==> src/rtl/mem_port_b_arbiter.sv <==
// mem_port_b_arbiter
//
// Shares port B of the byte-write dual-port RAM between two requesters:
//   m0 - core load/store path
//   m1 - secondary bus master (boot loader / DMA)
// Round-robin arbitration with a bounded burst lock for m1. The RAM has a
// one-cycle read latency, so the response (rvalid/rdata) is routed back to
// whichever master owned the port in the previous cycle.
//
// Ports:
//   clk_i, rst_n_i        clock, asynchronous active-low reset
//   mX_req_i              access request, fields held stable until granted
//   mX_we_i               byte write enables (all zero = read)
//   mX_addr_i/mX_wdata_i  word address / write data
//   mX_gnt_o              request accepted this cycle (combinational)
//   mX_rvalid_o/rdata_o   response one cycle after grant
//   m1_lock_i             m1 wants to keep ownership across accesses
//   mem_addr_o/we_o/wdata_o  RAM port B request pins
//   mem_rdata_i           RAM port B read data (one cycle after address)

module mem_port_b_arbiter #(
    parameter int unsigned ADDR_WIDTH = 16,
    parameter int unsigned DATA_WIDTH = 32,
    parameter int unsigned NB_COL     = 4,
    parameter int unsigned MAX_BURST  = 8
) (
    input  logic                  clk_i,
    input  logic                  rst_n_i,

    input  logic                  m0_req_i,
    input  logic [NB_COL-1:0]     m0_we_i,
    input  logic [ADDR_WIDTH-1:0] m0_addr_i,
    input  logic [DATA_WIDTH-1:0] m0_wdata_i,
    output logic                  m0_gnt_o,
    output logic                  m0_rvalid_o,
    output logic [DATA_WIDTH-1:0] m0_rdata_o,

    input  logic                  m1_req_i,
    input  logic [NB_COL-1:0]     m1_we_i,
    input  logic [ADDR_WIDTH-1:0] m1_addr_i,
    input  logic [DATA_WIDTH-1:0] m1_wdata_i,
    input  logic                  m1_lock_i,
    output logic                  m1_gnt_o,
    output logic                  m1_rvalid_o,
    output logic [DATA_WIDTH-1:0] m1_rdata_o,

    output logic [ADDR_WIDTH-1:0] mem_addr_o,
    output logic [NB_COL-1:0]     mem_we_o,
    output logic [DATA_WIDTH-1:0] mem_wdata_o,
    input  logic [DATA_WIDTH-1:0] mem_rdata_i
);

    localparam logic [7:0] BurstLimit = 8'(MAX_BURST);

    logic       prio_q, prio_d;       // 0 = m0 wins contention, 1 = m1 wins
    logic       owner_q, owner_d;     // master that owned the port last cycle
    logic       pend_q, pend_d;       // a response is due this cycle
    logic [7:0] burst_cnt_q, burst_cnt_d;
    logic [7:0] burst_inc;
    logic       gnt0, gnt1;

    // Grant decode; gated by reset so nothing leaks out while held in reset.
    always_comb begin
        gnt0 = rst_n_i & m0_req_i & (~m1_req_i | ~prio_q);
        gnt1 = rst_n_i & m1_req_i & (~m0_req_i | prio_q);
    end

    assign m0_gnt_o = gnt0;
    assign m1_gnt_o = gnt1;

    // Request mux; idle cycles drive zeros so the RAM never sees a stray write.
    always_comb begin
        mem_addr_o  = '0;
        mem_we_o    = '0;
        mem_wdata_o = '0;
        if (gnt0) begin
            mem_addr_o  = m0_addr_i;
            mem_we_o    = m0_we_i;
            mem_wdata_o = m0_wdata_i;
        end else if (gnt1) begin
            mem_addr_o  = m1_addr_i;
            mem_we_o    = m1_we_i;
            mem_wdata_o = m1_wdata_i;
        end
    end

    always_comb begin
        burst_inc = (burst_cnt_q == 8'hFF) ? 8'hFF : burst_cnt_q + 8'd1;
    end

    always_comb begin
        prio_d      = prio_q;
        owner_d     = owner_q;
        burst_cnt_d = burst_cnt_q;
        pend_d      = 1'b0;
        if (gnt0) begin
            pend_d      = 1'b1;
            owner_d     = 1'b0;
            prio_d      = 1'b1;
            burst_cnt_d = 8'd0;
        end else if (gnt1) begin
            pend_d  = 1'b1;
            owner_d = 1'b1;
            if (!m1_lock_i) begin
                prio_d      = 1'b0;
                burst_cnt_d = 8'd0;
            end else begin
                prio_d = 1'b1;
                // The burst only counts while m0 is actually being held off.
                if (m0_req_i) begin
                    burst_cnt_d = burst_inc;
                    if (burst_inc >= BurstLimit) begin
                        prio_d = 1'b0;
                    end
                end
            end
        end
    end

    always_ff @(posedge clk_i or negedge rst_n_i) begin
        if (!rst_n_i) begin
            prio_q      <= 1'b0;
            owner_q     <= 1'b0;
            pend_q      <= 1'b0;
            burst_cnt_q <= 8'd0;
        end else begin
            prio_q      <= prio_d;
            owner_q     <= owner_d;
            pend_q      <= pend_d;
            burst_cnt_q <= burst_cnt_d;
        end
    end

    assign m0_rvalid_o = pend_q & ~owner_q;
    assign m1_rvalid_o = pend_q & owner_q;
    assign m0_rdata_o  = m0_rvalid_o ? mem_rdata_i : '0;
    assign m1_rdata_o  = m1_rvalid_o ? mem_rdata_i : '0;

endmodule

==> config.mk <==
export PLATFORM = sky130hd
export DESIGN_NAME = mem_port_b_arbiter
export DESIGN_NICKNAME = d
export VERILOG_FILES = /design/src/rtl/mem_port_b_arbiter.sv
export SDC_FILE = /design/constraint.sdc
export NUM_CORES = 1
export LEC_CHECK = 0
export CORE_AREA = 3 3 100 102
export CTS_CLUSTER_DIAMETER = 50
export DETAILED_ROUTE_END_ITERATION = 10
export DIE_AREA = 0 0 103 105
export PLACE_DENSITY = 0.7
export SLEW_MARGIN = 25
export SYNTH_ARGS = -nofsm -noshare
export SYNTH_HDL_FRONTEND = slang
export SYNTH_SLANG_ARGS = --single-unit
==> constraint.sdc <==
create_clock -name clk_i -period 1.8 [get_ports clk_i]
set_input_delay 0.18 -clock clk_i [delete_from_list [all_inputs] [get_ports clk_i]]
set_output_delay 0.18 -clock clk_i [all_outputs]
set_load 0.1 [all_outputs]
==> metrics.txt <==
status=finished, final reports clean; full die area=about 11000 µm²; Worst R2R Path Depth=5; post-place setup slack=-0.03221 ns; worst path required time=~1.6 ns; Syn Nets=between 300 and 400; via count=between 2000 and 3000; diode count=0; Unique masters post-synth=38; Clk pin slew, worst setup/hold paths=roughly 0.05 ns; floorplan core area=just over 9000 µm²; RSZ-0062 raised after global routing=yes; largest net degree at the start of global routing=35; Yosys warnings=0; Cell Count, Final, Fillers Out=590; gpl congestion=between 0.9 and 1; I/O Buffers=260; #FFs+latches synth=11; reg2reg setup slack=about 0.19 ns; relative slew slack=76.56%; Num Clock Sinks=11; Residual DRC=0; initial antenna violation count=2; final worst setup slack=~0.014 ns; drt via density=around 5.0; Worst VDD drop=between 0.3 and 0.4 mV; Final min period=1.786 ns; Crit path arrival time=~1.6 ns; cells after synthesis=220; final period utilization=99.20%; crit-path cells=a21oi_4 > buf_6 > buf_12 > a22o_2 > buf_12; top cells by area, synth=a22o_1 (28%), dfrtp_1 (16%), and2_1 (12%); sequential area share after synthesis=roughly 16%; Post-synth ARST share=between 90% and 100%; CTS tree=done; Max Slew Vio Count=0; DP Cell Count=580; Clock Skews=around 0.0045 ns; Yosys top cell area share=28.34%; Initial Utilization=18.82%; layout cells sized above 1=roughly half; htree depth=1; WL per Instance=around 23 µm; Power Dens Cells=approximately 550 nW/µm²; Post-synth EDFFs=0; critical path endpoint category=output port; global-route wire length before repair=19810 µm; total design power=around 3300 µW; max-cap violations=0; Worst path most repeated cell=buf_12; Main synth FF type=dfrtp_1; Nets=approximately 620; Worst R2R End=burst_cnt_q[2]; Synth-to-Final Area Change=250.8%; Global Route Usage Sum=between 20% and 30%; most common cell after layout, fill and taps aside=clkdlybuf4s50_1; Vert. Die Dim=105 µm; Clock Latency Late Sink=roughly 0.24 ns; leakage power=around 0.0026 µW; Hold Violations, Final=0; Fmax=560.0 MHz; Post-DP HPWL=between 10000 and 15000 µm; Cell Area, Synth=1730 µm²; worst r2r src=burst_cnt_q[0]; row cnt=35; Die Wd=between 100 and 150 µm; critical path class=flip-flop to output port; Avg Cell Area, Syn=around 7.9 µm²; clk buf depth=2; CTS Buf Count=3; vias in the first global route=around 3000; final WL=around 14000 µm; most frequent cells in the layout=clkdlybuf4s50_1 (137), buf_12 (126), a22o_2 (35); Worst Hold Slack=between 0.09 and 0.1 ns; CTS Root Cell=clkbuf_8; TritonRoute pass-1 iters=4; Crit Path Max Fanout=16; CP startpoint kind=flip-flop; Least-Margin Pin Slew=0.3516 ns; slowest stage cell, crit path=dfrtp_2; Final ANT Viol Nets=0; total gr overflow=0; Top Ports=261; Setup violations, final=0; min-delay worst type=input pin to async pin; DRT iter0 DRCs=304; max incr delay on CP=roughly 0.45 ns; top cell type by total area after synthesis=a22o_1
[registers in the layout, indices dropped and copies added, names as in the netlist]
register	flops
burst_cnt_q	8
owner_q	1
pend_q	1
prio_q	1
[critical path: cells and delay by family (launching register included)]
kind / cells / cell delay, ns
buf+inv: 3 / 0.47
flops: 1 / 0.45
compound gates: 2 / 0.44
[cells in the mapped netlist (2+ instances only)]
| master | instances |
|---|---|
| a22o_1 | 56 |
| and2_1 | 34 |
| and3_1 | 34 |
| dfrtp_1 | 11 |
| clkbuf_1 | 10 |
| o21ai_0 | 9 |
| buf_2 | 7 |
| nand2_1 | 5 |
| a21oi_1 | 4 |
| buf_4 | 4 |
| buf_6 | 3 |
| inv_1 | 3 |
| nand3_1 | 3 |
| nand4_1 | 3 |
| nor2b_1 | 3 |
| o21a_1 | 3 |
| a21oi_4 | 2 |
| and3_4 | 2 |
| and4_1 | 2 |
| nor2_1 | 2 |
| o211ai_1 | 2 |
| o31ai_1 | 2 |
[per-layer routing]
layer	vias up	GRT usage [%]	part of all wire (%)	routed length [µm]
met4	4	2.220	0.67	92
li1	1369	-	-	-
met2	167	39.18	48	6598
met5	-	0	0.17	23
met1	1413	31.67	40	5499
met3	12	11.21	11	1572
[kinds of logic (layout without fill, tap and decap cells)]
logic type / after synthesis / after routing / synth area share, %
compound gates: 86 / 86 / 40.56
xor+xnor: 1 / 1 / 0.5062
fa+ha+maj: 1 / 1 / 0.7230
buf+inv: 28 / 287 / 8.821
flops: 11 / 11 / 15.91
mux: 1 / 1 / 0.5785
simple gates: 92 / 92 / 32.90
[where the power goes]
| part | switching (µW) | total [µW] | internal (µW) |
|---|---|---|---|
| Clock | 92.9 | 248 | 155 |
| Sequential | 9.90 | 268 | 258 |
| Combinational | 1690 | 2800 | 1120 |
[metrics by stage]
step	area, µm²	TNS (ns)	utilization [%]
6_report	6070	0	66.00
3_5_place_dp	5837	-0.08934	63.47
3_3_place_gp	5837	-0.01696	63.47
5_1_grt	6070	-0.08109	66.00
4_1_cts	6095	-0.05756	66.27
2_1_floorplan	1899	0	-
[worst max path at each step]
stage	cells after the start	start	slack, ns	end
after global routing	5	prio_q	-0.03	mem_wdata_o[16]
after floorplan	3	owner_q	0.04	m0_rdata_o[22]
after global placement	6	m0_req_i	-0.01	mem_wdata_o[16]
after CTS	6	prio_q	-0.01	mem_we_o[1]
final	5	prio_q	0.01	mem_wdata_o[16]
after detailed placement	6	rst_n_i	-0.03	mem_wdata_o[16]
[area by class of cell]
cell class,instances,area [µm²]
sequential,11,276.5
fill,698,3127
inverter,3,11.26
timing repair buffer,280,4060
multi-input combinational,181,1538
tap,111,138.9
clock buffer,4,45.04
[timing repair]
action                                 in CTS  in global routing
gates cloned                                3                  0
setup endpoints to repair                  46                 47
resized for setup                          18                  5
buffers inserted                            5                  0
pin swaps                                   2                  2
hold buffers                                0                  0
endpoints found under the hold margin       0                  0
(Power assumes the default switching activity.)
